### config.mk
export PLATFORM = sky130hd
export DESIGN_NAME = pcie_trans_mc_flat
export DESIGN_NICKNAME = d
export VERILOG_FILES = /design/src/rtl/pcie_trans_mc_pkg.sv /design/src/rtl/pcie_trans_mc_if.sv /design/src/rtl/pcie_trans_mc_fifo_sync.sv /design/src/rtl/pcie_trans_mc.sv /design/src/flat_wrapper.sv
export SDC_FILE = /design/constraint.sdc
export NUM_CORES = 1
export LEC_CHECK = 0
export ABC_AREA = 0
export CAP_MARGIN = 20
export CORE_ASPECT_RATIO = 0.6
export CORE_UTILIZATION = 35
export CTS_CLUSTER_DIAMETER = 120
export DETAILED_ROUTE_END_ITERATION = 10
export PLACE_DENSITY = 0.57
export SLEW_MARGIN = 20
export SYNTH_ARGS = -nofsm -noshare
export SYNTH_HDL_FRONTEND = slang
export SYNTH_HIERARCHICAL = 1
export SYNTH_SLANG_ARGS = --single-unit
export TNS_END_PERCENT = 100
### constraint.sdc
create_clock -name clk -period 5.4 [get_ports clk]
set_clock_uncertainty 0.2 [all_clocks]
set_input_delay 1.08 -clock clk [delete_from_list [all_inputs] [get_ports clk]]
set_output_delay 1.08 -clock clk [all_outputs]
set_load 0.03 [all_outputs]
### src/rtl/pcie_trans_mc_pkg.sv
// Shared types and default sizing for the multi-channel PCIe transaction buffer.
// Build option: define PCIE_TRANS_RR_EN for round-robin VC arbitration
// (otherwise lowest VC index wins).
package pcie_trans_mc_pkg;

    localparam int unsigned DEF_DATA_W     = 6;
    localparam int unsigned DEF_NUM_VC     = 2;
    localparam int unsigned DEF_NUM_DEST   = 2;
    localparam int unsigned DEF_MAIN_DEPTH = 8;
    localparam int unsigned DEF_VC_DEPTH   = 16;
    localparam int unsigned DEF_D_DEPTH    = 4;
    localparam int unsigned DEF_TH_W       = 5;

    typedef enum logic [3:0] {
        ST_RESET  = 4'd0,
        ST_INIT   = 4'd1,
        ST_IDLE   = 4'd2,
        ST_ACTIVE = 4'd3,
        ST_ERROR  = 4'd4
    } state_e;

endpackage

### src/rtl/pcie_trans_mc_if.sv
// Ingress/egress bus of the transaction buffer: push side and per-destination pop side.
interface pcie_trans_mc_if
    import pcie_trans_mc_pkg::*;
#(
    parameter int unsigned DATA_W   = DEF_DATA_W,
    parameter int unsigned NUM_DEST = DEF_NUM_DEST
);
    logic                         push;
    logic [DATA_W-1:0]            data_in;
    logic [NUM_DEST-1:0]          pop;
    logic [NUM_DEST*DATA_W-1:0]   data_out;
    logic [NUM_DEST-1:0]          valid_out;
    logic [NUM_DEST-1:0]          can_pop;
    logic                         main_pause;

    modport master (
        output push, data_in, pop,
        input  data_out, valid_out, can_pop, main_pause
    );

    modport slave (
        input  push, data_in, pop,
        output data_out, valid_out, can_pop, main_pause
    );
endinterface

### src/rtl/pcie_trans_mc_fifo_sync.sv
// Synchronous FIFO with show-ahead head, full/empty and programmable almost-full.
module pcie_trans_mc_fifo_sync #(
    parameter int unsigned DATA_W = 6,
    parameter int unsigned DEPTH  = 8,
    parameter int unsigned TH_W   = 5
) (
    input  logic              clk,
    input  logic              reset,
    input  logic              wr_en_i,
    input  logic [DATA_W-1:0] wr_data_i,
    input  logic              rd_en_i,
    input  logic [TH_W-1:0]   th_i,
    output logic [DATA_W-1:0] head_o,
    output logic              full_o,
    output logic              empty_o,
    output logic              afull_o
);
    localparam int unsigned AW    = $clog2(DEPTH);
    localparam int unsigned CNT_W = AW + 1;

    logic [DATA_W-1:0] mem_q [DEPTH];
    logic [AW-1:0]     wr_ptr_q, rd_ptr_q;
    logic [CNT_W-1:0]  cnt_q;
    logic              do_wr_c, do_rd_c;
    logic [TH_W-1:0]   th_eff_c;

    // Writes into a full FIFO are discarded; reads of an empty FIFO are ignored.
    assign do_wr_c  = wr_en_i && !full_o;
    assign do_rd_c  = rd_en_i && !empty_o;
    assign full_o   = (cnt_q == CNT_W'(DEPTH));
    assign empty_o  = (cnt_q == '0);
    assign th_eff_c = (th_i == '0) ? TH_W'(DEPTH) : th_i;
    assign afull_o  = (TH_W'(cnt_q) >= th_eff_c);
    assign head_o   = mem_q[rd_ptr_q];

    // Pointer and occupancy bookkeeping; pointers wrap naturally at DEPTH.
    always_ff @(posedge clk or negedge reset) begin
        if (!reset) begin
            wr_ptr_q <= '0;
            rd_ptr_q <= '0;
            cnt_q    <= '0;
        end else begin
            if (do_wr_c) wr_ptr_q <= wr_ptr_q + AW'(1);
            if (do_rd_c) rd_ptr_q <= rd_ptr_q + AW'(1);
            cnt_q <= cnt_q + CNT_W'(do_wr_c) - CNT_W'(do_rd_c);
        end
    end

    // Storage array, contents are don't-care once pointers are reset.
    always_ff @(posedge clk) begin
        if (do_wr_c) mem_q[wr_ptr_q] <= wr_data_i;
    end

endmodule

### src/rtl/pcie_trans_mc.sv
// Multi-channel PCIe transaction buffer: main FIFO -> per-VC FIFOs -> per-destination FIFOs.
// Build option: PCIE_TRANS_RR_EN selects round-robin VC arbitration, else fixed priority.
module pcie_trans_mc
    import pcie_trans_mc_pkg::*;
#(
    parameter int unsigned DATA_W     = DEF_DATA_W,
    parameter int unsigned NUM_VC     = DEF_NUM_VC,
    parameter int unsigned NUM_DEST   = DEF_NUM_DEST,
    parameter int unsigned MAIN_DEPTH = DEF_MAIN_DEPTH,
    parameter int unsigned VC_DEPTH   = DEF_VC_DEPTH,
    parameter int unsigned D_DEPTH    = DEF_D_DEPTH,
    parameter int unsigned TH_W       = DEF_TH_W
) (
    input  logic             clk,
    input  logic             reset,
    input  logic             init,
    input  logic [TH_W-1:0]  th_main,
    input  logic [TH_W-1:0]  th_vc,
    input  logic [TH_W-1:0]  th_d,
    pcie_trans_mc_if.slave   bus,
    output logic [3:0]       state,
    output logic [3:0]       next_state
);
    localparam int unsigned VC_W    = $clog2(NUM_VC);
    localparam int unsigned DST_W   = $clog2(NUM_DEST);
    localparam int unsigned DST_LSB = DATA_W - DST_W;
    localparam int unsigned VC_LSB  = DST_LSB - VC_W;

    state_e                     state_q, state_d;
    logic [TH_W-1:0]            th_main_q, th_vc_q, th_d_q;
    logic                       run_c, overflow_c, any_ne_c, xfer_c;

    logic                       main_wr_c, main_rd_c, main_full, main_empty, main_afull;
    logic [DATA_W-1:0]          main_head;
    logic [VC_W-1:0]            main_vc_c;

    logic [NUM_VC-1:0]          vc_wr_c, vc_rd_c, vc_full, vc_empty, vc_afull, vc_elig_c;
    logic [DATA_W-1:0]          vc_head [NUM_VC];
    logic [DST_W-1:0]           vc_dst_c [NUM_VC];

    logic [NUM_DEST-1:0]        d_wr_c, d_rd_c, d_full, d_empty, d_afull;
    logic [DATA_W-1:0]          d_head [NUM_DEST];
    logic [DATA_W-1:0]          d_wdata_c;

    logic                       gnt_vld_c;
    logic [VC_W-1:0]            gnt_idx_c, arb_base_c;
    logic [NUM_DEST*DATA_W-1:0] data_out_q;
    logic [NUM_DEST-1:0]        valid_q;

    // Transfers and pushes only run in IDLE/ACTIVE; a push into a full main FIFO is fatal.
    assign run_c      = (state_q == ST_IDLE) || (state_q == ST_ACTIVE);
    assign main_wr_c  = bus.push && run_c;
    assign overflow_c = main_wr_c && main_full;
    assign any_ne_c   = !main_empty || !(&vc_empty) || !(&d_empty);

    // FSM state register.
    always_ff @(posedge clk or negedge reset) begin
        if (!reset) state_q <= ST_RESET;
        else        state_q <= state_d;
    end

    // FSM next-state logic; overflow outranks an init request.
    always_comb begin
        state_d = state_q;
        unique case (state_q)
            ST_RESET:  state_d = ST_INIT;
            ST_INIT:   if (!init) state_d = ST_IDLE;
            ST_IDLE,
            ST_ACTIVE: begin
                if (overflow_c)    state_d = ST_ERROR;
                else if (init)     state_d = ST_INIT;
                else if (any_ne_c) state_d = ST_ACTIVE;
                else               state_d = ST_IDLE;
            end
            ST_ERROR:  state_d = ST_ERROR;
            default:   state_d = ST_RESET;
        endcase
    end

    assign state      = state_q;
    assign next_state = state_d;

    // Threshold latches, loaded every INIT cycle while init is held.
    always_ff @(posedge clk or negedge reset) begin
        if (!reset) begin
            th_main_q <= TH_W'(MAIN_DEPTH);
            th_vc_q   <= TH_W'(VC_DEPTH);
            th_d_q    <= TH_W'(D_DEPTH);
        end else if ((state_q == ST_INIT) && init) begin
            th_main_q <= th_main;
            th_vc_q   <= th_vc;
            th_d_q    <= th_d;
        end
    end

    // Main->VC router: the main head moves only if its VC FIFO has room (head-of-line stall).
    assign main_vc_c = main_head[VC_LSB +: VC_W];
    assign main_rd_c = run_c && !main_empty && !vc_afull[main_vc_c] && !vc_full[main_vc_c];

    always_comb begin
        vc_wr_c = '0;
        if (main_rd_c) vc_wr_c[main_vc_c] = 1'b1;
    end

    // A VC is eligible when its head's destination FIFO can take a word.
    always_comb begin
        for (int v = 0; v < NUM_VC; v++) begin
            vc_dst_c[v]  = vc_head[v][DST_LSB +: DST_W];
            vc_elig_c[v] = !vc_empty[v] && !d_afull[vc_dst_c[v]] && !d_full[vc_dst_c[v]];
        end
    end

`ifdef PCIE_TRANS_RR_EN
    logic [VC_W-1:0] rr_q;

    // Round-robin pointer moves past the last granted VC.
    always_ff @(posedge clk or negedge reset) begin
        if (!reset)      rr_q <= '0;
        else if (xfer_c) rr_q <= gnt_idx_c + VC_W'(1);
    end

    assign arb_base_c = rr_q;
`else
    assign arb_base_c = '0;
`endif

    // First eligible VC scanning upward from the base (modulo NUM_VC).
    always_comb begin
        gnt_vld_c = 1'b0;
        gnt_idx_c = '0;
        for (int i = 0; i < NUM_VC; i++) begin
            if (!gnt_vld_c && vc_elig_c[arb_base_c + VC_W'(i)]) begin
                gnt_vld_c = 1'b1;
                gnt_idx_c = arb_base_c + VC_W'(i);
            end
        end
    end

    assign xfer_c = run_c && gnt_vld_c;

    // VC->dest move of the granted head.
    always_comb begin
        vc_rd_c   = '0;
        d_wr_c    = '0;
        d_wdata_c = vc_head[gnt_idx_c];
        if (xfer_c) begin
            vc_rd_c[gnt_idx_c]           = 1'b1;
            d_wr_c[vc_dst_c[gnt_idx_c]]  = 1'b1;
        end
    end

    // Pops are honoured in every state; empty pops are ignored.
    assign d_rd_c = bus.pop & ~d_empty;

    // Registered per-destination read data and one-cycle valid pulse.
    always_ff @(posedge clk or negedge reset) begin
        if (!reset) begin
            data_out_q <= '0;
            valid_q    <= '0;
        end else begin
            valid_q <= d_rd_c;
            for (int k = 0; k < NUM_DEST; k++) begin
                if (d_rd_c[k]) data_out_q[k*DATA_W +: DATA_W] <= d_head[k];
            end
        end
    end

    assign bus.data_out   = data_out_q;
    assign bus.valid_out  = valid_q;
    assign bus.can_pop    = ~d_empty;
    assign bus.main_pause = main_afull;

    pcie_trans_mc_fifo_sync #(.DATA_W(DATA_W), .DEPTH(MAIN_DEPTH), .TH_W(TH_W)) u_main (
        .clk(clk), .reset(reset),
        .wr_en_i(main_wr_c), .wr_data_i(bus.data_in), .rd_en_i(main_rd_c), .th_i(th_main_q),
        .head_o(main_head), .full_o(main_full), .empty_o(main_empty), .afull_o(main_afull)
    );

    for (genvar g = 0; g < NUM_VC; g++) begin : g_vc
        pcie_trans_mc_fifo_sync #(.DATA_W(DATA_W), .DEPTH(VC_DEPTH), .TH_W(TH_W)) u_vc (
            .clk(clk), .reset(reset),
            .wr_en_i(vc_wr_c[g]), .wr_data_i(main_head), .rd_en_i(vc_rd_c[g]), .th_i(th_vc_q),
            .head_o(vc_head[g]), .full_o(vc_full[g]), .empty_o(vc_empty[g]), .afull_o(vc_afull[g])
        );
    end

    for (genvar g = 0; g < NUM_DEST; g++) begin : g_dst
        pcie_trans_mc_fifo_sync #(.DATA_W(DATA_W), .DEPTH(D_DEPTH), .TH_W(TH_W)) u_dst (
            .clk(clk), .reset(reset),
            .wr_en_i(d_wr_c[g]), .wr_data_i(d_wdata_c), .rd_en_i(d_rd_c[g]), .th_i(th_d_q),
            .head_o(d_head[g]), .full_o(d_full[g]), .empty_o(d_empty[g]), .afull_o(d_afull[g])
        );
    end

endmodule

### src/flat_wrapper.sv
// flat-port wrapper written by rule: the top's interface ports become plain ports
module pcie_trans_mc_flat import pcie_trans_mc_pkg::*;
#(
    parameter int unsigned DATA_W     = DEF_DATA_W,
    parameter int unsigned NUM_VC     = DEF_NUM_VC,
    parameter int unsigned NUM_DEST   = DEF_NUM_DEST,
    parameter int unsigned MAIN_DEPTH = DEF_MAIN_DEPTH,
    parameter int unsigned VC_DEPTH   = DEF_VC_DEPTH,
    parameter int unsigned D_DEPTH    = DEF_D_DEPTH,
    parameter int unsigned TH_W       = DEF_TH_W
)
  (clk, reset, init, th_main, th_vc, th_d, state, next_state, bus_push, bus_data_in, bus_pop, bus_data_out, bus_valid_out, bus_can_pop, bus_main_pause);
  pcie_trans_mc_if #(.DATA_W(DATA_W), .NUM_DEST(NUM_DEST)) bus_i ();
  input  logic clk;
  input  logic reset;
  input  logic init;
  input  logic [TH_W-1:0] th_main;
  input  logic [TH_W-1:0] th_vc;
  input  logic [TH_W-1:0] th_d;
  output logic [3:0] state;
  output logic [3:0] next_state;
  input wire logic [$bits(bus_i.push)-1:0] bus_push;
  input wire logic [$bits(bus_i.data_in)-1:0] bus_data_in;
  input wire logic [$bits(bus_i.pop)-1:0] bus_pop;
  output wire logic [$bits(bus_i.data_out)-1:0] bus_data_out;
  output wire logic [$bits(bus_i.valid_out)-1:0] bus_valid_out;
  output wire logic [$bits(bus_i.can_pop)-1:0] bus_can_pop;
  output wire logic [$bits(bus_i.main_pause)-1:0] bus_main_pause;
  assign bus_i.push = bus_push;
  assign bus_i.data_in = bus_data_in;
  assign bus_i.pop = bus_pop;
  assign bus_data_out = bus_i.data_out;
  assign bus_valid_out = bus_i.valid_out;
  assign bus_can_pop = bus_i.can_pop;
  assign bus_main_pause = bus_i.main_pause;
  pcie_trans_mc #(.DATA_W(DATA_W), .NUM_VC(NUM_VC), .NUM_DEST(NUM_DEST), .MAIN_DEPTH(MAIN_DEPTH), .VC_DEPTH(VC_DEPTH), .D_DEPTH(D_DEPTH), .TH_W(TH_W)) u_core (.clk(clk), .reset(reset), .init(init), .th_main(th_main), .th_vc(th_vc), .th_d(th_d), .bus(bus_i), .state(state), .next_state(next_state));
endmodule
After elaboration in Yosys (flattened, before gate mapping)
Memories as Yosys holds them, arrays and structs flattened. A register that Yosys moved wholly into a read port is not among the register bits.
Index checks and enable logic that the tools add are counted.
Operators by class
  add/sub/neg operators: 20
  $lt $le $gt $ge: 14
  equality and inequality tests: 9
  mux-type cells: 48
  bitwise operators: 3
  reduce and logical (&&, ||, !) cells: 61
Operator list (number)
  1-bit 2-to-1 mux: 32
  1-bit logical AND: 25
  5-bit zero test: 5
  1-bit zero test: 21
  6-bit 2-to-1 mux: 3
  4-bit by 1-bit adder with 4-bit output (second input constant): 4
  4-bit case mux with 4 select lines: 1
  5-bit 2-to-1 mux: 3
  4-bit 2-to-1 mux: 3
  5-bit by 1-bit adder with 5-bit output: 2
  5-bit == test (second input constant): 2
  3-bit by 5-bit greater-or-equal comparator with 1-bit output: 2
  5-bit greater-or-equal comparator: 2
  1-bit by 2-bit less-than comparator with 1-bit output (second input constant): 5
  5-bit by 1-bit subtractor with 5-bit output: 2
  2-bit by 1-bit adder with 2-bit output (second input constant): 4
  4-bit by 2-bit == test with 1-bit output (second input constant): 2
  4-bit zero test: 2
  3-bit by 1-bit adder with 3-bit output: 2
  3-bit by 1-bit adder with 3-bit output (second input constant): 2
  3-bit == test (second input constant): 2
  3-bit zero test: 2
  2-bit 2-to-1 mux: 3
  3-bit by 1-bit subtractor with 3-bit output: 2
  other kinds (15): 22
Storage, ports and cells
  register bits after elaboration: 71
  memory bits (writable): 288
  bits of input ports: 27
  output and inout port bits: 25
  word-level logic and storage cells: 180
  memories: 5
Memory list
  u_core.g_vc[0].u_vc.mem_q: depth 16, width 6, read ports 1, clocked after memory_dff 0, wr ports 1, line pcie_trans_mc_fifo_sync.sv:21  | logic [DATA_W-1:0] mem_q [DEPTH];
  u_core.g_vc[1].u_vc.mem_q: depth 16, width 6, read ports 1, clocked after memory_dff 0, wr ports 1, line pcie_trans_mc_fifo_sync.sv:21
  u_core.u_main.mem_q: depth 8, width 6, read ports 1, clocked after memory_dff 0, wr ports 1, line pcie_trans_mc_fifo_sync.sv:21
  u_core.g_dst[0].u_dst.mem_q: depth 4, width 6, read ports 1, clocked after memory_dff 1, wr ports 1, line pcie_trans_mc_fifo_sync.sv:21
  u_core.g_dst[1].u_dst.mem_q: depth 4, width 6, read ports 1, clocked after memory_dff 1, wr ports 1, line pcie_trans_mc_fifo_sync.sv:21

Longest topological paths before layout
Gate-level depths: netlist of the first run.
  depth after elaboration: 24
  mapped depth: 23
  mapped depth without buffers: 22

Hierarchy
The synthesis of the first run kept the hierarchy.
By module, submodules not included
  pcie_trans_mc_fifo_sync at u_core.g_vc[0].u_vc ...: times used 2, cells each 287, area each 4672.0 um^2
  pcie_trans_mc_fifo_sync at u_core.g_dst[0].u_dst ...: times used 2, cells each 81, area each 1366.3 um^2
  pcie_trans_mc_fifo_sync at u_core.u_main: times used 1, cells each 140, area each 2532.4 um^2
  pcie_trans_mc: times used 1, cells each 117, area each 1510.2 um^2

Worst setup path before layout of the first run
Ideal clock, no wire load.
  path kind: input -> output
  from: in bus_push
  to: out next_state[0]
  arrival: 2.864 ns
  path slack: 1.256 ns
  stages on the path: 3
  path buffers: 0
  path through: nand2_1 -> o31ai_1 -> a2111oi_0
On the way
  word-level cells in the longest chain between the ends: 4
RTL lines
  from (decl): line flat_wrapper.sv:22  | input wire logic [$bits(bus_i.push)-1:0] bus_push;
  1-bit logical AND: line pcie_trans_mc.sv:52  | assign main_wr_c = bus.push && run_c;
  1-bit logical AND: line pcie_trans_mc.sv:53  | assign overflow_c = main_wr_c && main_full;
  4-bit 2-to-1 mux: line pcie_trans_mc.sv:70  | if (overflow_c) state_d = ST_ERROR;
  4-bit case mux with 4 select lines: line pcie_trans_mc.sv:65  | unique case (state_q)
  to (decl): line flat_wrapper.sv:21  | output logic [3:0] next_state;
Every way passes these cells.

==> impl_results.html, run 1 <==
<table>
<tr><th>Metric</th><th>Value</th></tr>
<tr><th colspan="2">STA</th></tr>
<tr><td>Slack of the critical path</td><td>706 ps</td></tr>
<tr><td>Hold violation count in the final report</td><td>0</td></tr>
<tr><td>Slew at the pin closest to its max-slew limit</td><td>950 ps</td></tr>
<tr><td>Setup repair after global routing missed its margin</td><td>false</td></tr>
<tr><td>Minimum clock period</td><td>4690 ps</td></tr>
<tr><td>Number of max-slew violations in the final report</td><td>0</td></tr>
<tr><td>Final clock period utilization by the worst path</td><td>0.869</td></tr>
<tr><td>Worst-case headroom to the max-slew limit</td><td>0.362</td></tr>
<tr><td>Post-route setup TNS</td><td>0 ps</td></tr>
<tr><td>Setup Viol. Count Final</td><td>0</td></tr>
<tr><td>FMAX</td><td>213 MHz</td></tr>
<tr><th colspan="2">Global routing</th></tr>
<tr><td>Largest net degree at the start of global routing</td><td>43</td></tr>
<tr><td>Remaining global-route overflow</td><td>0</td></tr>
<tr><td>Wire length of the first global-routing pass</td><td>52.1 mm</td></tr>
<tr><td>Initial antenna violation count</td><td>0</td></tr>
<tr><td>GRT Overall Usage</td><td>0.145</td></tr>
<tr><td>Via count of the first global-routing pass</td><td>8,486</td></tr>
<tr><th colspan="2">Logic synthesis</th></tr>
<tr><td>Cell count after synthesis</td><td>993</td></tr>
<tr><td>Area fraction of the dominant cell type after synthesis</td><td>0.537</td></tr>
<tr><td>Share of flip-flops with an asynchronous set or reset</td><td>0.224</td></tr>
<tr><td>Primary flip-flop cell chosen by synthesis mapping</td><td>sky130_fd_sc_hd__edfxtp_1</td></tr>
<tr><td>Cell area after synthesis</td><td>16,100 sq um</td></tr>
<tr><td>Most frequent cell after synthesis</td><td>sky130_fd_sc_hd__edfxtp_1</td></tr>
<tr><td>Top cells by count, synth</td><td>sky130_fd_sc_hd__edfxtp_1, sky130_fd_sc_hd__dfrtp_1, sky130_fd_sc_hd__inv_1</td></tr>
<tr><td>Fraction of the mapped netlist area in simple logic gates</td><td>0.0578</td></tr>
<tr><td>Cell types occupying the most area after synthesis</td><td>sky130_fd_sc_hd__edfxtp_1, sky130_fd_sc_hd__dfrtp_1, sky130_fd_sc_hd__mux4_2, sky130_fd_sc_hd__ha_1, sky130_fd_sc_hd__mux2_2</td></tr>
<tr><td>Largest area contributor in the synthesized netlist</td><td>sky130_fd_sc_hd__edfxtp_1</td></tr>
<tr><td>Post-synthesis compound-gate area fraction</td><td>0.0388</td></tr>
<tr><td>Arithmetic-cell share of the synthesized area counting full adders, half adders and majority gates</td><td>0.0543</td></tr>
<tr><td>Number of distinct standard cells referenced by the synthesized netlist</td><td>56</td></tr>
<tr><td>Mux contribution to synthesized area</td><td>0.132</td></tr>
<tr><td>Synth Area in XOR/XNOR</td><td>0.0196</td></tr>
<tr><td>Dominant combinational cell family by area after synthesis</td><td>multiplexers</td></tr>
<tr><td>Count of flip-flops with a built-in enable after synthesis</td><td>288</td></tr>
<tr><td>Syn Area/Cell</td><td>16.2 sq um</td></tr>
<tr><td>Seq/Total Area, Yosys</td><td>0.666</td></tr>
<tr><td>Post-synthesis register bit count</td><td>371</td></tr>
<tr><td>Yosys synthesis warning count</td><td>6</td></tr>
<tr><th colspan="2">Cells and area</th></tr>
<tr><td>Share of layout cells above drive strength 1</td><td>0.178</td></tr>
<tr><td>Layout net count</td><td>1,152</td></tr>
<tr><td>Antenna diodes</td><td>0</td></tr>
<tr><td>Count of placed standard cells in the final layout, fillers left out</td><td>1,704</td></tr>
<tr><td>Filler Cell Count</td><td>4,066</td></tr>
<tr><td>Post-layout instance area</td><td>18,500 sq um</td></tr>
<tr><td>Syn-to-layout area delta</td><td>14.9%</td></tr>
<tr><th colspan="2">Floorplanning</th></tr>
<tr><td>Die width</td><td>279 microns</td></tr>
<tr><td>Floorplan die area</td><td>46,900 sq um</td></tr>
<tr><td>Std-Cell Core Area</td><td>45,100 sq um</td></tr>
<tr><td>I/O pin count</td><td>52</td></tr>
<tr><td>Y dimension of the die</td><td>168 microns</td></tr>
<tr><td>Initial core utilization</td><td>0.357</td></tr>
<tr><td>Count of standard-cell rows</td><td>60</td></tr>
<tr><th colspan="2">Placed design</th></tr>
<tr><td>Place WS</td><td>709 ps</td></tr>
<tr><td>Final weighted congestion in routability-driven placement</td><td>0.772</td></tr>
<tr><td>Total cell area at the placement stage</td><td>17,300 sq um</td></tr>
<tr><td>Instance count after placement with tap cells included</td><td>1,639</td></tr>
<tr><td>Hpwl dp</td><td>22.6 mm</td></tr>
<tr><td>Number of buffer cells added on primary ports</td><td>50</td></tr>
<tr><th colspan="2">Clock tree</th></tr>
<tr><td>Number of H-tree branching levels</td><td>2</td></tr>
<tr><td>Clock transition at the registers of the reported paths</td><td>60 ps</td></tr>
<tr><td>Worst-case clock buffer depth</td><td>3</td></tr>
<tr><td>Count of clock tree sinks</td><td>371</td></tr>
<tr><td>Number of buffers inserted for hold repair after clock tree synthesis</td><td>0</td></tr>
<tr><td>Number of setup buffers added after CTS</td><td>0</td></tr>
<tr><td>Clock insertion delay at the later pin of the skew report</td><td>540 ps</td></tr>
<tr><td>Number of buffers inserted during clock tree synthesis</td><td>36</td></tr>
<tr><td>Number of resized instances in the post-cts repair step</td><td>0</td></tr>
<tr><td>Library cell used as clock root buffer</td><td>sky130_fd_sc_hd__clkbuf_16</td></tr>
<tr><td>Clock tree from TritonCTS</td><td>done</td></tr>
<tr><th colspan="2">Setup path</th></tr>
<tr><td>Worst path slowest cell</td><td>sky130_fd_sc_hd__dfrtp_2</td></tr>
<tr><td>Largest delay share family, worst path</td><td>simple AND/OR/NAND/NOR gates</td></tr>
<tr><td>Crit Path Category</td><td>register to register</td></tr>
<tr><td>WP buf/inv</td><td>3</td></tr>
<tr><td>Worst path cell trace</td><td>mux4_2 -&gt; a22oi_1 -&gt; nand2_1 -&gt; nor2b_1 -&gt; a22o_1 -&gt; o32ai_1 -&gt; nor4b_1 -&gt; nor2b_1 -&gt; inv_1 -&gt; ha_1 -&gt; inv_1 -&gt; ha_1 -&gt; inv_1 -&gt; fa_1 -&gt; xnor2_1 -&gt; xnor2_1</td></tr>
<tr><td>Req. time, crit path</td><td>5640 ps</td></tr>
<tr><td>Critical path peak fanout</td><td>19</td></tr>
<tr><td>Worst Setup Start Kind</td><td>register</td></tr>
<tr><td>Crit path DAT</td><td>4940 ps</td></tr>
<tr><td>CP Capture Type</td><td>register</td></tr>
<tr><td>Cell type with the highest occurrence count on the critical path</td><td>sky130_fd_sc_hd__inv_1</td></tr>
<tr><td>Critical path's largest stage delay</td><td>750 ps</td></tr>
<tr><th colspan="2">Detailed routing</th></tr>
<tr><td>Initial drt markers</td><td>675</td></tr>
<tr><td># DRC</td><td>0</td></tr>
<tr><td>Pre-Repair DR Iteration Count</td><td>5</td></tr>
<tr><td>Routed via count</td><td>8,372</td></tr>
<tr><td>Vias/cell</td><td>4.91</td></tr>
<tr><td>Detailed Route WL</td><td>33.1 mm</td></tr>
<tr><td>Routed length per placed instance</td><td>19.5 microns</td></tr>
<tr><td>Detail Route Antenna Nets</td><td>0</td></tr>
<tr><th colspan="2">Power and ir drop</th></tr>
<tr><td>Part of the total power dissipated in sequential elements</td><td>0.433</td></tr>
<tr><td>P per Cell Area</td><td>524 nW/um^2</td></tr>
<tr><td>P_int</td><td>6620 uW</td></tr>
<tr><td>Leakage component of the power</td><td>0.00662 uW</td></tr>
<tr><td>Switching power</td><td>3090 uW</td></tr>
<tr><td>Switching part of the total</td><td>0.318</td></tr>
<tr><td>Share of power burned in the clock network</td><td>0.272</td></tr>
<tr><td>Share of total power in combinational logic</td><td>0.295</td></tr>
<tr><td>Worst vdd rail ir drop</td><td>0.234 mV</td></tr>
<tr><th colspan="2">Min path</th></tr>
<tr><td>Type of the worst min-delay path</td><td>register to register</td></tr>
<tr><th colspan="2">Status</th></tr>
<tr><td>Outcome</td><td>finished clean</td></tr>
<tr><th colspan="2">Flow run</th></tr>
<tr><td>Max-cap check violation count</td><td>0</td></tr>
</table>
==> power by group through the flow <==
stage	Sequential [uW]	Combinational [uW]	Clock, uW
2_1_floorplan	4150	2080	0
3_3_place_gp	4270	2810	0
3_5_place_dp	4270	2880	0
4_1_cts	4220	2890	2710
5_1_grt	4270	3180	2830
6_report	4200	2860	2640
==> final timing paths <==
path | cells past startpoint | endpoint | startpoint | slack [ps]
max in group asynchronous | 2 | u_core/g_dst[0].u_dst/wr_ptr_q[0]$_DFFE_PN0P_ | reset | 3540
hold / removal | 1 | u_core/bus.data_out[6]$_DFFE_PN0P_ | u_core/bus.data_out[6]$_DFFE_PN0P_ | 310
min in group asynchronous | 1 | u_core/bus.data_out[9]$_DFFE_PN0P_ | reset | 400
setup reg to reg | 16 | u_core/g_dst[0].u_dst/cnt_q[2]$_DFF_PN0_ | u_core/g_vc[0].u_vc/rd_ptr_q[0]$_DFFE_PN0P_ | 710
setup / recovery | 16 | u_core/g_dst[0].u_dst/cnt_q[2]$_DFF_PN0_ | u_core/g_vc[0].u_vc/rd_ptr_q[0]$_DFFE_PN0P_ | 710
hold reg to reg | 1 | u_core/bus.data_out[6]$_DFFE_PN0P_ | u_core/bus.data_out[6]$_DFFE_PN0P_ | 310
==> flip-flops by register name, summed over array words and instances, names as in the netlist, 4 cells and up <==
signal,count
u_core/g_vc.u_vc/mem_q,192
u_core/g_dst.u_dst/mem_q,48
u_core/u_main/mem_q,48
u_core/bus.data_out,12
u_core/g_vc.u_vc/cnt_q,10
u_core/g_vc.u_vc/rd_ptr_q,8
u_core/g_vc.u_vc/wr_ptr_q,8
u_core/g_dst.u_dst/cnt_q,6
u_core/th_d_q,5
u_core/th_main_q,5
u_core/th_vc_q,5
u_core/g_dst.u_dst/rd_ptr_q,4
u_core/g_dst.u_dst/wr_ptr_q,4
u_core/state,4
u_core/u_main/cnt_q,4
==> worst reg2reg max path, delay by kind of cell, from the launching register on <==
family / cells / cell delay [ps]
compound gates: 3 / 680
xor+xnor: 2 / 340
fa+ha+maj: 3 / 800
buf+inv: 3 / 190
flops: 1 / 750
mux: 1 / 610
simple gates: 4 / 1060
==> placed cells by master, fill, tap and decap left out, types with 3 or more instances in the layout <==
cell type / n
sky130_fd_sc_hd__nor2b_1: 13
sky130_fd_sc_hd__nor3_1: 14
sky130_fd_sc_hd__clkbuf_16: 37
sky130_fd_sc_hd__mux4_2: 36
sky130_fd_sc_hd__a211oi_1: 3
sky130_fd_sc_hd__or3_1: 3
sky130_fd_sc_hd__mux2_4: 6
sky130_fd_sc_hd__mux4_1: 12
sky130_fd_sc_hd__nand3_1: 6
sky130_fd_sc_hd__and2_1: 10
sky130_fd_sc_hd__bufinv_16: 6
sky130_fd_sc_hd__a221oi_1: 4
sky130_fd_sc_hd__fa_1: 5
sky130_fd_sc_hd__inv_1: 63
sky130_fd_sc_hd__dfrtp_1: 78
sky130_fd_sc_hd__a221oi_2: 8
sky130_fd_sc_hd__mux2i_1: 36
sky130_fd_sc_hd__mux2_2: 49
sky130_fd_sc_hd__clkinv_2: 4
sky130_fd_sc_hd__edfxtp_1: 288
sky130_fd_sc_hd__a22oi_1: 12
sky130_fd_sc_hd__nor2_1: 53
sky130_fd_sc_hd__xor2_1: 9
sky130_fd_sc_hd__nand2b_1: 11
sky130_fd_sc_hd__nand2_1: 37
sky130_fd_sc_hd__dfstp_2: 3
sky130_fd_sc_hd__o21ai_0: 29
sky130_fd_sc_hd__nand4_1: 3
sky130_fd_sc_hd__clkbuf_1: 9
sky130_fd_sc_hd__buf_4: 21
sky130_fd_sc_hd__xnor2_1: 27
sky130_fd_sc_hd__a21oi_1: 24
sky130_fd_sc_hd__clkdlybuf4s50_1: 49
sky130_fd_sc_hd__nor4_1: 9
sky130_fd_sc_hd__clkinvlp_4: 3
sky130_fd_sc_hd__a21o_1: 3
sky130_fd_sc_hd__ha_1: 62
==> stage by stage <==
| stage | power [uW] | hold WS [ps] | utilization |
|---|---|---|---|
| 4_1_cts | 9820 | 310 | 0.410 |
| 5_1_grt | 10300 | 326 | 0.410 |
| 3_3_place_gp | 7080 | 291 | 0.383 |
| 6_report | 9700 | 310 | 0.410 |
| 3_5_place_dp | 7160 | 296 | 0.383 |
| 2_1_floorplan | 6230 | 284 | - |
==> layer usage <==
layer,GRT usage,wire [microns],part of all wire
met5,0,0,0
met4,0.0246,362,0.011
met3,0.0318,1730,0.052
met2,0.188,13000,0.39
met1,0.243,18000,0.54
==> layout make-up <==
type                            instances  area, sq um  share of cell area
Timing Repair Buffer                   71          653              0.0353
Clock buffer                           46          960              0.0518
Sequential cell                       371        10700               0.580
Inverter                               63          236              0.0128
Clock inverter                         18          262              0.0141
Tap cell                              620          776              0.0419
Multi-Input combinational cell        515         4900               0.264
==> cell families (layout without fill, tap and decap cells) <==
| kind of cell | after synthesis | in the layout |
|---|---|---|
| adders and majority gates | 67 | 67 |
| muxes | 139 | 139 |
| xor gates and xnor gates | 36 | 36 |
| other | 1 | 2 |
| DFF | 371 | 371 |
| AOI/OAI and AO/OA | 92 | 92 |
| and+or+nand+nor | 179 | 179 |
| buffers and inverters | 108 | 198 |
No activity file was read; power rests on OpenSTA's default activity.
==> run 2, diff against run 1 <==
==> constraint.sdc (replaced) <==
create_clock -name clk -period 5.4 [get_ports clk]
set_clock_uncertainty 0.2 [all_clocks]
set_input_delay 1.08 -clock clk [delete_from_list [all_inputs] [get_ports clk]]
set_output_delay 1.08 -clock clk [all_outputs]
set_load 0.05 [all_outputs]
==> run 2 against run 1 <==
Against the previous run: global-route usage rose by 0.23 points; combinational power rose by 5%; critical endpoint unchanged; total power fell by 0.83%; utilization fell by 0.25 points; routed wire length rose by 2.0%; non-clock buffer count fell by 1; largest power group unchanged; clock power fell by 7.6%; hold slack got worse by 0.84 ps.
==> impl_results.html, run 2 (synthesis results as in run 1) <==
<table>
<tr><th>Metric</th><th>Value</th></tr>
<tr><th colspan="2">Status</th></tr>
<tr><td>Outcome</td><td>finished clean (unchanged)</td></tr>
<tr><th colspan="2">Placed design</th></tr>
<tr><td>Total cell area at the placement stage</td><td>17,300 sq um (about the same)</td></tr>
<tr><td>Final weighted congestion in routability-driven placement</td><td>0.791 (was 0.772)</td></tr>
<tr><td>Place WS</td><td>693 ps (was 709 ps)</td></tr>
<tr><td>Hpwl dp</td><td>22.7 mm (was 22.6 mm)</td></tr>
<tr><td>Number of buffer cells added on primary ports</td><td>50 (unchanged)</td></tr>
<tr><th colspan="2">STA</th></tr>
<tr><td>Number of max-slew violations in the final report</td><td>0 (unchanged)</td></tr>
<tr><td>Setup Viol. Count Final</td><td>0 (unchanged)</td></tr>
<tr><td>Minimum clock period</td><td>4660 ps (was 4690 ps)</td></tr>
<tr><td>Slew at the pin closest to its max-slew limit</td><td>1070 ps (was 950 ps)</td></tr>
<tr><td>Post-route setup TNS</td><td>0 ps (unchanged)</td></tr>
<tr><td>Slack of the critical path</td><td>738 ps (was 706 ps)</td></tr>
<tr><td>FMAX</td><td>215 MHz (was 213 MHz)</td></tr>
<tr><td>Final clock period utilization by the worst path</td><td>0.863 (was 0.869)</td></tr>
<tr><td>Worst-case headroom to the max-slew limit</td><td>0.281 (was 0.362)</td></tr>
<tr><td>Hold violation count in the final report</td><td>0 (unchanged)</td></tr>
<tr><td>Setup repair after global routing missed its margin</td><td>false (unchanged)</td></tr>
<tr><th colspan="2">Detailed routing</th></tr>
<tr><td>Vias/cell</td><td>4.92 (was 4.91)</td></tr>
<tr><td>Routed length per placed instance</td><td>19.8 microns (was 19.5 microns)</td></tr>
<tr><td>Detail Route Antenna Nets</td><td>0 (unchanged)</td></tr>
<tr><td># DRC</td><td>0 (unchanged)</td></tr>
<tr><td>Routed via count</td><td>8,394 (was 8,372)</td></tr>
<tr><td>Initial drt markers</td><td>532 (was 675)</td></tr>
<tr><td>Detailed Route WL</td><td>33.8 mm (was 33.1 mm)</td></tr>
<tr><td>Pre-Repair DR Iteration Count</td><td>5 (unchanged)</td></tr>
<tr><th colspan="2">Power and ir drop</th></tr>
<tr><td>P_int</td><td>6400 uW (was 6620 uW)</td></tr>
<tr><td>P per Cell Area</td><td>523 nW/um^2 (was 524 nW/um^2)</td></tr>
<tr><td>Worst vdd rail ir drop</td><td>0.222 mV (was 0.234 mV)</td></tr>
<tr><td>Total design power</td><td>9620 uW (was 9700 uW)</td></tr>
<tr><td>Share of total power in combinational logic</td><td>0.310 (was 0.295)</td></tr>
<tr><td>Share of power burned in the clock network</td><td>0.253 (was 0.272)</td></tr>
<tr><td>Switching power</td><td>3220 uW (was 3090 uW)</td></tr>
<tr><td>Switching part of the total</td><td>0.335 (was 0.318)</td></tr>
<tr><td>Part of the total power dissipated in sequential elements</td><td>0.436 (was 0.433)</td></tr>
<tr><td>Leakage component of the power</td><td>0.00657 uW (was 0.00662 uW)</td></tr>
<tr><th colspan="2">Cells and area</th></tr>
<tr><td>Syn-to-layout area delta</td><td>14.2% (was 14.9%)</td></tr>
<tr><td>Final core utilization</td><td>0.408 (was 0.410)</td></tr>
<tr><td>Post-layout instance area</td><td>18,400 sq um (was 18,500 sq um)</td></tr>
<tr><td>Most used cells in the layout excluding fill and tap cells</td><td>sky130_fd_sc_hd__edfxtp_1, sky130_fd_sc_hd__dfrtp_1, sky130_fd_sc_hd__inv_1, sky130_fd_sc_hd__ha_1, sky130_fd_sc_hd__nor2_1 (unchanged)</td></tr>
<tr><td>Layout net count</td><td>1,151 (was 1,152)</td></tr>
<tr><td>Filler Cell Count</td><td>4,127 (was 4,066)</td></tr>
<tr><td>Top register by number of flip-flops</td><td>u_core/g_vc.u_vc/mem_q (unchanged)</td></tr>
<tr><td>Total area of multi-input combinational cells</td><td>4900 sq um (about the same)</td></tr>
<tr><td>Most common cell after layout, fill and taps aside</td><td>sky130_fd_sc_hd__edfxtp_1 (unchanged)</td></tr>
<tr><td>Share of layout cells above drive strength 1</td><td>0.175 (was 0.178)</td></tr>
<tr><td>Register area</td><td>10,700 sq um (unchanged)</td></tr>
<tr><td>Largest register FFs</td><td>192 (unchanged)</td></tr>
<tr><td>Registers with the most flip-flops</td><td>u_core/g_vc.u_vc/mem_q: 192 flops, u_core/g_dst.u_dst/mem_q: 48 flops, u_core/u_main/mem_q: 48 flops (unchanged)</td></tr>
<tr><td>Antenna diodes</td><td>0 (unchanged)</td></tr>
<tr><th colspan="2">Clock tree</th></tr>
<tr><td>Number of buffers inserted for hold repair after clock tree synthesis</td><td>0 (unchanged)</td></tr>
<tr><td>Number of buffers inserted during clock tree synthesis</td><td>36 (unchanged)</td></tr>
<tr><td>Count of clock tree sinks</td><td>371 (unchanged)</td></tr>
<tr><td>Number of resized instances in the post-cts repair step</td><td>0 (unchanged)</td></tr>
<tr><td>Clock tree from TritonCTS</td><td>done (unchanged)</td></tr>
<tr><td>Number of H-tree branching levels</td><td>2 (unchanged)</td></tr>
<tr><td>Library cell used as clock root buffer</td><td>sky130_fd_sc_hd__clkbuf_16 (unchanged)</td></tr>
<tr><td>Worst-case clock buffer depth</td><td>3 (unchanged)</td></tr>
<tr><td>Number of setup buffers added after CTS</td><td>0 (unchanged)</td></tr>
<tr><td>Clock transition at the registers of the reported paths</td><td>70 ps (was 60 ps)</td></tr>
<tr><td>Clock insertion delay at the later pin of the skew report</td><td>540 ps (about the same)</td></tr>
<tr><th colspan="2">Global routing</th></tr>
<tr><td>Largest net degree at the start of global routing</td><td>50 (was 43)</td></tr>
<tr><td>GRT Overall Usage</td><td>0.148 (was 0.145)</td></tr>
<tr><td>Initial antenna violation count</td><td>0 (unchanged)</td></tr>
<tr><td>Remaining global-route overflow</td><td>0 (unchanged)</td></tr>
<tr><td>Wire length of the first global-routing pass</td><td>52.6 mm (was 52.1 mm)</td></tr>
<tr><td>Via count of the first global-routing pass</td><td>8,510 (was 8,486)</td></tr>
<tr><th colspan="2">Setup path</th></tr>
<tr><td>Worst Setup Start Kind</td><td>register (unchanged)</td></tr>
<tr><td>Largest delay share family, worst path</td><td>simple AND/OR/NAND/NOR gates (unchanged)</td></tr>
<tr><td>Worst path slowest cell</td><td>sky130_fd_sc_hd__dfrtp_2 (unchanged)</td></tr>
<tr><td>Crit Path Category</td><td>register to register (unchanged)</td></tr>
<tr><td>Critical path's largest stage delay</td><td>750 ps (about the same)</td></tr>
<tr><td>Cell type with the highest occurrence count on the critical path</td><td>sky130_fd_sc_hd__inv_1 (unchanged)</td></tr>
<tr><td>Crit path DAT</td><td>4920 ps (was 4940 ps)</td></tr>
<tr><td>Worst path cell trace</td><td>mux4_2 -&gt; a22oi_1 -&gt; nand2_1 -&gt; nor2b_1 -&gt; a22o_1 -&gt; o32ai_1 -&gt; nor4b_1 -&gt; nor2b_1 -&gt; inv_1 -&gt; ha_1 -&gt; inv_1 -&gt; ha_1 -&gt; inv_1 -&gt; fa_1 -&gt; xnor2_1 -&gt; xnor2_1 (unchanged)</td></tr>
<tr><td>Req. time, crit path</td><td>5660 ps (was 5640 ps)</td></tr>
<tr><td>CP Capture Type</td><td>register (unchanged)</td></tr>
<tr><td>Critical path peak fanout</td><td>19 (unchanged)</td></tr>
<tr><td>WP buf/inv</td><td>3 (unchanged)</td></tr>
<tr><th colspan="2">Floorplanning</th></tr>
<tr><td>Std-Cell Core Area</td><td>45,100 sq um (unchanged)</td></tr>
<tr><td>Initial core utilization</td><td>0.357 (unchanged)</td></tr>
<tr><td>Y dimension of the die</td><td>168 microns (unchanged)</td></tr>
<tr><td>Floorplan die area</td><td>46,900 sq um (unchanged)</td></tr>
<tr><td>Die width</td><td>279 microns (unchanged)</td></tr>
<tr><td>I/O pin count</td><td>52 (unchanged)</td></tr>
<tr><td>Count of standard-cell rows</td><td>60 (unchanged)</td></tr>
<tr><th colspan="2">Min path</th></tr>
<tr><td>Type of the worst min-delay path</td><td>register to register (unchanged)</td></tr>
<tr><th colspan="2">Flow run</th></tr>
<tr><td>Max-cap check violation count</td><td>0 (unchanged)</td></tr>
</table>
==> run 2: layout make-up <==
type                    count  area share
repair buffers             70      0.0352
clock buffers              47      0.0529
multi-input cells         515       0.266
well taps                 620      0.0422
clock inverters            19     0.00741
inverters                  63      0.0129
flip-flops and latches    371       0.583
==> run 2: routing by layer <==
metal  GRT usage  up-vias  wire [microns]
li1            -     3873               -
met4      0.0282        0             449
met3      0.0276       42            1790
met1       0.247     4275           18400
met2       0.194      204           13200
met5           0        -               0
==> run 2: metrics by stage <==
step	hold slack (ps)	std cells
finish	310	1705
floorplan	284	994
detailed placement	300	1639
CTS	316	1705
global route	338	1705
global placement	291	1639
==> run 2: power by group through the flow <==
stage	Combinational (uW)	Clock [uW]	Sequential [uW]
global route	3310	2620	4260
finish	2990	2440	4200
global placement	2940	0	4260
CTS	3030	2500	4210
floorplan	2100	0	4230
detailed placement	3010	0	4270
==> run 2: worst register-to-register path: stages, from the launching register on <==
cell and delay [ps]:
sky130_fd_sc_hd__dfrtp_2 750, sky130_fd_sc_hd__mux4_2 600, sky130_fd_sc_hd__a22oi_1 200, sky130_fd_sc_hd__nand2_1 150
sky130_fd_sc_hd__nor2b_1 180, sky130_fd_sc_hd__a22o_1 250, sky130_fd_sc_hd__o32ai_1 220, sky130_fd_sc_hd__nor4b_1 350
sky130_fd_sc_hd__nor2b_1 410, sky130_fd_sc_hd__inv_1 80, sky130_fd_sc_hd__ha_1 290, sky130_fd_sc_hd__inv_1 50
sky130_fd_sc_hd__ha_1 130, sky130_fd_sc_hd__inv_1 50, sky130_fd_sc_hd__fa_1 370, sky130_fd_sc_hd__xnor2_1 200
sky130_fd_sc_hd__xnor2_1 130
==> run 2: path summary, 6_finish.rpt <==
path	end	cells past startpoint	from	slack, ps
worst max-delay path	u_core/g_dst[0].u_dst/cnt_q[2]$_DFF_PN0_	16	u_core/g_vc[0].u_vc/rd_ptr_q[0]$_DFFE_PN0P_	740
worst min-delay path	u_core/bus.data_out[5]$_DFFE_PN0P_	1	u_core/bus.data_out[5]$_DFFE_PN0P_	310
worst max register to register	u_core/g_dst[0].u_dst/cnt_q[2]$_DFF_PN0_	16	u_core/g_vc[0].u_vc/rd_ptr_q[0]$_DFFE_PN0P_	740
worst min register to register	u_core/bus.data_out[5]$_DFFE_PN0P_	1	u_core/bus.data_out[5]$_DFFE_PN0P_	310
max in group asynchronous	u_core/th_vc_q[4]$_DFFE_PN1P_	2	reset	3500
min in group asynchronous	u_core/bus.data_out[7]$_DFFE_PN0P_	1	reset	390
==> run 3, diff against run 2 <==
Settings changed: RECOVER_POWER from default to 25.
==> run 3 against run 2 <==
Against the previous run: the flow now finishes with violations (capacitance limit, slew limit); via count barely moved; clock-buffer cell count did not move; register-to-register slack got worse by 240 ps; sequential share of layout area rose by 0.095 points; utilization fell by 0.067 points; critical path depth rose by 2; die area did not move; first-iteration DRC count rose by 1.5%; setup slack got worse by 240 ps; critical path type unchanged; critical endpoint is now u_core/g_vc[0].u_vc/cnt_q[4]$_DFF_PN0_.
==> impl_results.html, run 3 (synthesis results as in run 1) <==
<table>
<tr><th>Metric</th><th>Value</th></tr>
<tr><th colspan="2">Cells and area</th></tr>
<tr><td>Final core utilization</td><td>0.407 (was 0.408)</td></tr>
<tr><td>Most common cell after layout, fill and taps aside</td><td>sky130_fd_sc_hd__edfxtp_1 (unchanged)</td></tr>
<tr><td>Top register by number of flip-flops</td><td>u_core/g_vc.u_vc/mem_q (unchanged)</td></tr>
<tr><td>Most used cells in the layout excluding fill and tap cells</td><td>sky130_fd_sc_hd__edfxtp_1, sky130_fd_sc_hd__dfrtp_1, sky130_fd_sc_hd__inv_1, sky130_fd_sc_hd__ha_1, sky130_fd_sc_hd__nor2_1 (unchanged)</td></tr>
<tr><td>Largest register FFs</td><td>192 (unchanged)</td></tr>
<tr><td>Antenna diodes</td><td>0 (unchanged)</td></tr>
<tr><td>Filler Cell Count</td><td>4,134 (was 4,127)</td></tr>
<tr><td>Syn-to-layout area delta</td><td>14.0% (was 14.2%)</td></tr>
<tr><td>Layout net count</td><td>1,151 (unchanged)</td></tr>
<tr><td>Share of layout cells above drive strength 1</td><td>0.166 (was 0.175)</td></tr>
<tr><td>Post-layout instance area</td><td>18,400 sq um (about the same)</td></tr>
<tr><td>Registers with the most flip-flops</td><td>u_core/g_vc.u_vc/mem_q: 192 flops, u_core/g_dst.u_dst/mem_q: 48 flops, u_core/u_main/mem_q: 48 flops (unchanged)</td></tr>
<tr><th colspan="2">Global routing</th></tr>
<tr><td>Wire length of the first global-routing pass</td><td>52.6 mm (unchanged)</td></tr>
<tr><td>GRT Overall Usage</td><td>0.148 (unchanged)</td></tr>
<tr><td>Initial antenna violation count</td><td>0 (unchanged)</td></tr>
<tr><td>Via count of the first global-routing pass</td><td>8,510 (unchanged)</td></tr>
<tr><td>Remaining global-route overflow</td><td>0 (unchanged)</td></tr>
<tr><td>Largest net degree at the start of global routing</td><td>50 (unchanged)</td></tr>
<tr><th colspan="2">STA</th></tr>
<tr><td>Setup Viol. Count Final</td><td>0 (unchanged)</td></tr>
<tr><td>Worst-case headroom to the max-slew limit</td><td>-1.17 (was 0.281)</td></tr>
<tr><td>Setup repair after global routing missed its margin</td><td>false (unchanged)</td></tr>
<tr><td>Number of max-slew violations in the final report</td><td>50 (was 0)</td></tr>
<tr><td>Final clock period utilization by the worst path</td><td>0.908 (was 0.863)</td></tr>
<tr><td>Hold violation count in the final report</td><td>0 (unchanged)</td></tr>
<tr><td>Post-route setup TNS</td><td>0 ps (unchanged)</td></tr>
<tr><td>Hold WS</td><td>310 ps (about the same)</td></tr>
<tr><td>FMAX</td><td>204 MHz (was 215 MHz)</td></tr>
<tr><td>Slack of the critical path</td><td>496 ps (was 738 ps)</td></tr>
<tr><td>Slew at the pin closest to its max-slew limit</td><td>3250 ps (was 1070 ps)</td></tr>
<tr><td>Minimum clock period</td><td>4900 ps (was 4660 ps)</td></tr>
<tr><th colspan="2">Setup path</th></tr>
<tr><td>Worst Setup Start Kind</td><td>register (unchanged)</td></tr>
<tr><td>Number of cells on the worst reg-to-reg path</td><td>18 (was 16)</td></tr>
<tr><td>Worst reg-to-reg setup slack</td><td>500 ps (was 740 ps)</td></tr>
<tr><td>CP Capture Type</td><td>register (unchanged)</td></tr>
<tr><td>Reg2Reg Launch Point</td><td>u_core/u_main/rd_ptr_q[0]$_DFFE_PN0P_ (was u_core/g_vc[0].u_vc/rd_ptr_q[0]$_DFFE_PN0P_)</td></tr>
<tr><td>CP Launch Point</td><td>u_core/u_main/rd_ptr_q[0]$_DFFE_PN0P_ (was u_core/g_vc[0].u_vc/rd_ptr_q[0]$_DFFE_PN0P_)</td></tr>
<tr><td>Endpoint of the worst register-to-register path</td><td>u_core/g_vc[0].u_vc/cnt_q[4]$_DFF_PN0_ (was u_core/g_dst[0].u_dst/cnt_q[2]$_DFF_PN0_)</td></tr>
<tr><td>Req. time, crit path</td><td>5620 ps (was 5660 ps)</td></tr>
<tr><td>Crit path DAT</td><td>5120 ps (was 4920 ps)</td></tr>
<tr><td>Critical path peak fanout</td><td>34 (was 19)</td></tr>
<tr><td>Crit Path Category</td><td>register to register (unchanged)</td></tr>
<tr><th colspan="2">Placed design</th></tr>
<tr><td>Place WS</td><td>693 ps (unchanged)</td></tr>
<tr><td>Number of buffer cells added on primary ports</td><td>50 (unchanged)</td></tr>
<tr><td>Total cell area at the placement stage</td><td>17,300 sq um (unchanged)</td></tr>
<tr><td>Final weighted congestion in routability-driven placement</td><td>0.791 (unchanged)</td></tr>
<tr><td>Hpwl dp</td><td>22.7 mm (unchanged)</td></tr>
<tr><th colspan="2">Power and ir drop</th></tr>
<tr><td>Share of power burned in the clock network</td><td>0.254 (was 0.253)</td></tr>
<tr><td>Switching part of the total</td><td>0.335 (about the same)</td></tr>
<tr><td>Worst vdd rail ir drop</td><td>0.221 mV (was 0.222 mV)</td></tr>
<tr><td>Switching power</td><td>3220 uW (about the same)</td></tr>
<tr><td>Part of the total power dissipated in sequential elements</td><td>0.438 (was 0.436)</td></tr>
<tr><td>P_int</td><td>6380 uW (was 6400 uW)</td></tr>
<tr><td>Share of total power in combinational logic</td><td>0.309 (was 0.310)</td></tr>
<tr><td>P per Cell Area</td><td>523 nW/um^2 (about the same)</td></tr>
<tr><td>Leakage component of the power</td><td>0.00655 uW (was 0.00657 uW)</td></tr>
<tr><th colspan="2">Floorplanning</th></tr>
<tr><td>I/O pin count</td><td>52 (unchanged)</td></tr>
<tr><td>Floorplan die area</td><td>46,900 sq um (unchanged)</td></tr>
<tr><td>Y dimension of the die</td><td>168 microns (unchanged)</td></tr>
<tr><td>Std-Cell Core Area</td><td>45,100 sq um (unchanged)</td></tr>
<tr><td>Count of standard-cell rows</td><td>60 (unchanged)</td></tr>
<tr><td>Initial core utilization</td><td>0.357 (unchanged)</td></tr>
<tr><td>Die width</td><td>279 microns (unchanged)</td></tr>
<tr><th colspan="2">Min path</th></tr>
<tr><td>Worst Hold End</td><td>u_core/bus.data_out[0]$_DFFE_PN0P_ (was u_core/bus.data_out[5]$_DFFE_PN0P_)</td></tr>
<tr><td>Source of the worst hold timing path</td><td>u_core/bus.data_out[0]$_DFFE_PN0P_ (was u_core/bus.data_out[5]$_DFFE_PN0P_)</td></tr>
<tr><td>Type of the worst min-delay path</td><td>register to register (unchanged)</td></tr>
<tr><td>Count of cells along the worst hold path</td><td>1 (unchanged)</td></tr>
<tr><th colspan="2">Status</th></tr>
<tr><td>Violations in the final reports</td><td>capacitance limit, slew limit</td></tr>
<tr><td>Outcome</td><td>finished, violations left (was finished clean)</td></tr>
<tr><th colspan="2">Clock tree</th></tr>
<tr><td>Count of clock tree sinks</td><td>371 (unchanged)</td></tr>
<tr><td>Clock insertion delay at the later pin of the skew report</td><td>540 ps (about the same)</td></tr>
<tr><td>Worst-case clock buffer depth</td><td>3 (unchanged)</td></tr>
<tr><td>Clock tree from TritonCTS</td><td>done (unchanged)</td></tr>
<tr><td>Number of buffers inserted during clock tree synthesis</td><td>36 (unchanged)</td></tr>
<tr><td>Number of resized instances in the post-cts repair step</td><td>0 (unchanged)</td></tr>
<tr><td>Library cell used as clock root buffer</td><td>sky130_fd_sc_hd__clkbuf_16 (unchanged)</td></tr>
<tr><td>Number of H-tree branching levels</td><td>2 (unchanged)</td></tr>
<tr><td>Clock transition at the registers of the reported paths</td><td>70 ps (about the same)</td></tr>
<tr><td>Number of buffers inserted for hold repair after clock tree synthesis</td><td>0 (unchanged)</td></tr>
<tr><td>Number of setup buffers added after CTS</td><td>0 (unchanged)</td></tr>
<tr><th colspan="2">Detailed routing</th></tr>
<tr><td>Vias/cell</td><td>4.92 (about the same)</td></tr>
<tr><td>Routed via count</td><td>8,387 (was 8,394)</td></tr>
<tr><td>Initial drt markers</td><td>540 (was 532)</td></tr>
<tr><td>Detailed Route WL</td><td>33.7 mm (was 33.8 mm)</td></tr>
<tr><td>Pre-Repair DR Iteration Count</td><td>5 (unchanged)</td></tr>
<tr><td>Detail Route Antenna Nets</td><td>0 (unchanged)</td></tr>
<tr><td>Routed length per placed instance</td><td>19.8 microns (about the same)</td></tr>
<tr><td># DRC</td><td>0 (unchanged)</td></tr>
<tr><th colspan="2">Flow run</th></tr>
<tr><td>Max-cap check violation count</td><td>1 (was 0)</td></tr>
</table>
==> run 3: cell types whose count changed in the layout (fill, tap and decap cells not counted), sizes merged <==
cell,delta
clkdlybuf4s50,-9
dlygate4sd3,+9
buf,-5
clkbuf,+5
==> run 3: power by group through the flow <==
stage / Combinational (uW) / Sequential [uW] / Clock [uW]
floorplan: 2100 / 4230 / 0
global placement: 2940 / 4260 / 0
detailed placement: 3010 / 4270 / 0
CTS: 3030 / 4210 / 2500
global route: 3290 / 4260 / 2620
finish: 2970 / 4200 / 2440
==> run 3: worst max-delay path, cell delays in order, from the launching register on <==
cell	delay, ps
sky130_fd_sc_hd__dfrtp_1	320
sky130_fd_sc_hd__clkbuf_1	730
sky130_fd_sc_hd__mux4_1	640
sky130_fd_sc_hd__mux2_2	560
sky130_fd_sc_hd__or3_1	480
sky130_fd_sc_hd__nor3_1	120
sky130_fd_sc_hd__nor2b_1	150
sky130_fd_sc_hd__buf_4	190
sky130_fd_sc_hd__inv_1	60
sky130_fd_sc_hd__ha_1	280
sky130_fd_sc_hd__inv_1	60
sky130_fd_sc_hd__ha_1	150
sky130_fd_sc_hd__inv_1	60
sky130_fd_sc_hd__fa_1	400
sky130_fd_sc_hd__inv_1	70
sky130_fd_sc_hd__a21oi_1	50
sky130_fd_sc_hd__nor2_1	90
sky130_fd_sc_hd__nor2_1	60
sky130_fd_sc_hd__xnor2_1	110
==> run 3: final cells by class <==
class	count	area (sq um)	share of cell area
Sequential cell	371	10700	0.584
Clock buffer	47	973	0.0530
Clock inverter	19	136	0.00742
Inverter	63	236	0.0129
Multi-Input combinational cell	515	4890	0.266
Tap cell	620	776	0.0422
Timing Repair Buffer	70	631	0.0343
==> run 3: how the worst max path moves through the flow <==
stage	to	slack (ps)	depth (start not counted)
floorplan	next_state[0]	350	3
global placement	u_core/g_dst[0].u_dst/cnt_q[2]$_DFF_PN0_	790	16
detailed placement	u_core/g_dst[0].u_dst/cnt_q[2]$_DFF_PN0_	690	16
CTS	u_core/g_dst[0].u_dst/cnt_q[2]$_DFF_PN0_	690	16
global route	u_core/g_vc[0].u_vc/cnt_q[4]$_DFF_PN0_	170	18
finish	u_core/g_vc[0].u_vc/cnt_q[4]$_DFF_PN0_	500	18
==> run 3: metrics by stage <==
step	total power [uW]	instances
detailed placement	7280	1639
global placement	7200	1639
CTS	9740	1705
global route	10200	1705
floorplan	6330	994
finish	9600	1705
==> run 3: per-layer routing <==
layer / wire length [microns] / vias to the layer above / GRT usage / part of all wire
met4: 434 / 0 / 0.0282 / 0.013
met2: 13200 / 190 / 0.194 / 0.39
met3: 1710 / 40 / 0.0276 / 0.051
li1: - / 3868 / - / -
met1: 18400 / 4289 / 0.247 / 0.54
met5: 0 / - / 0 / 0
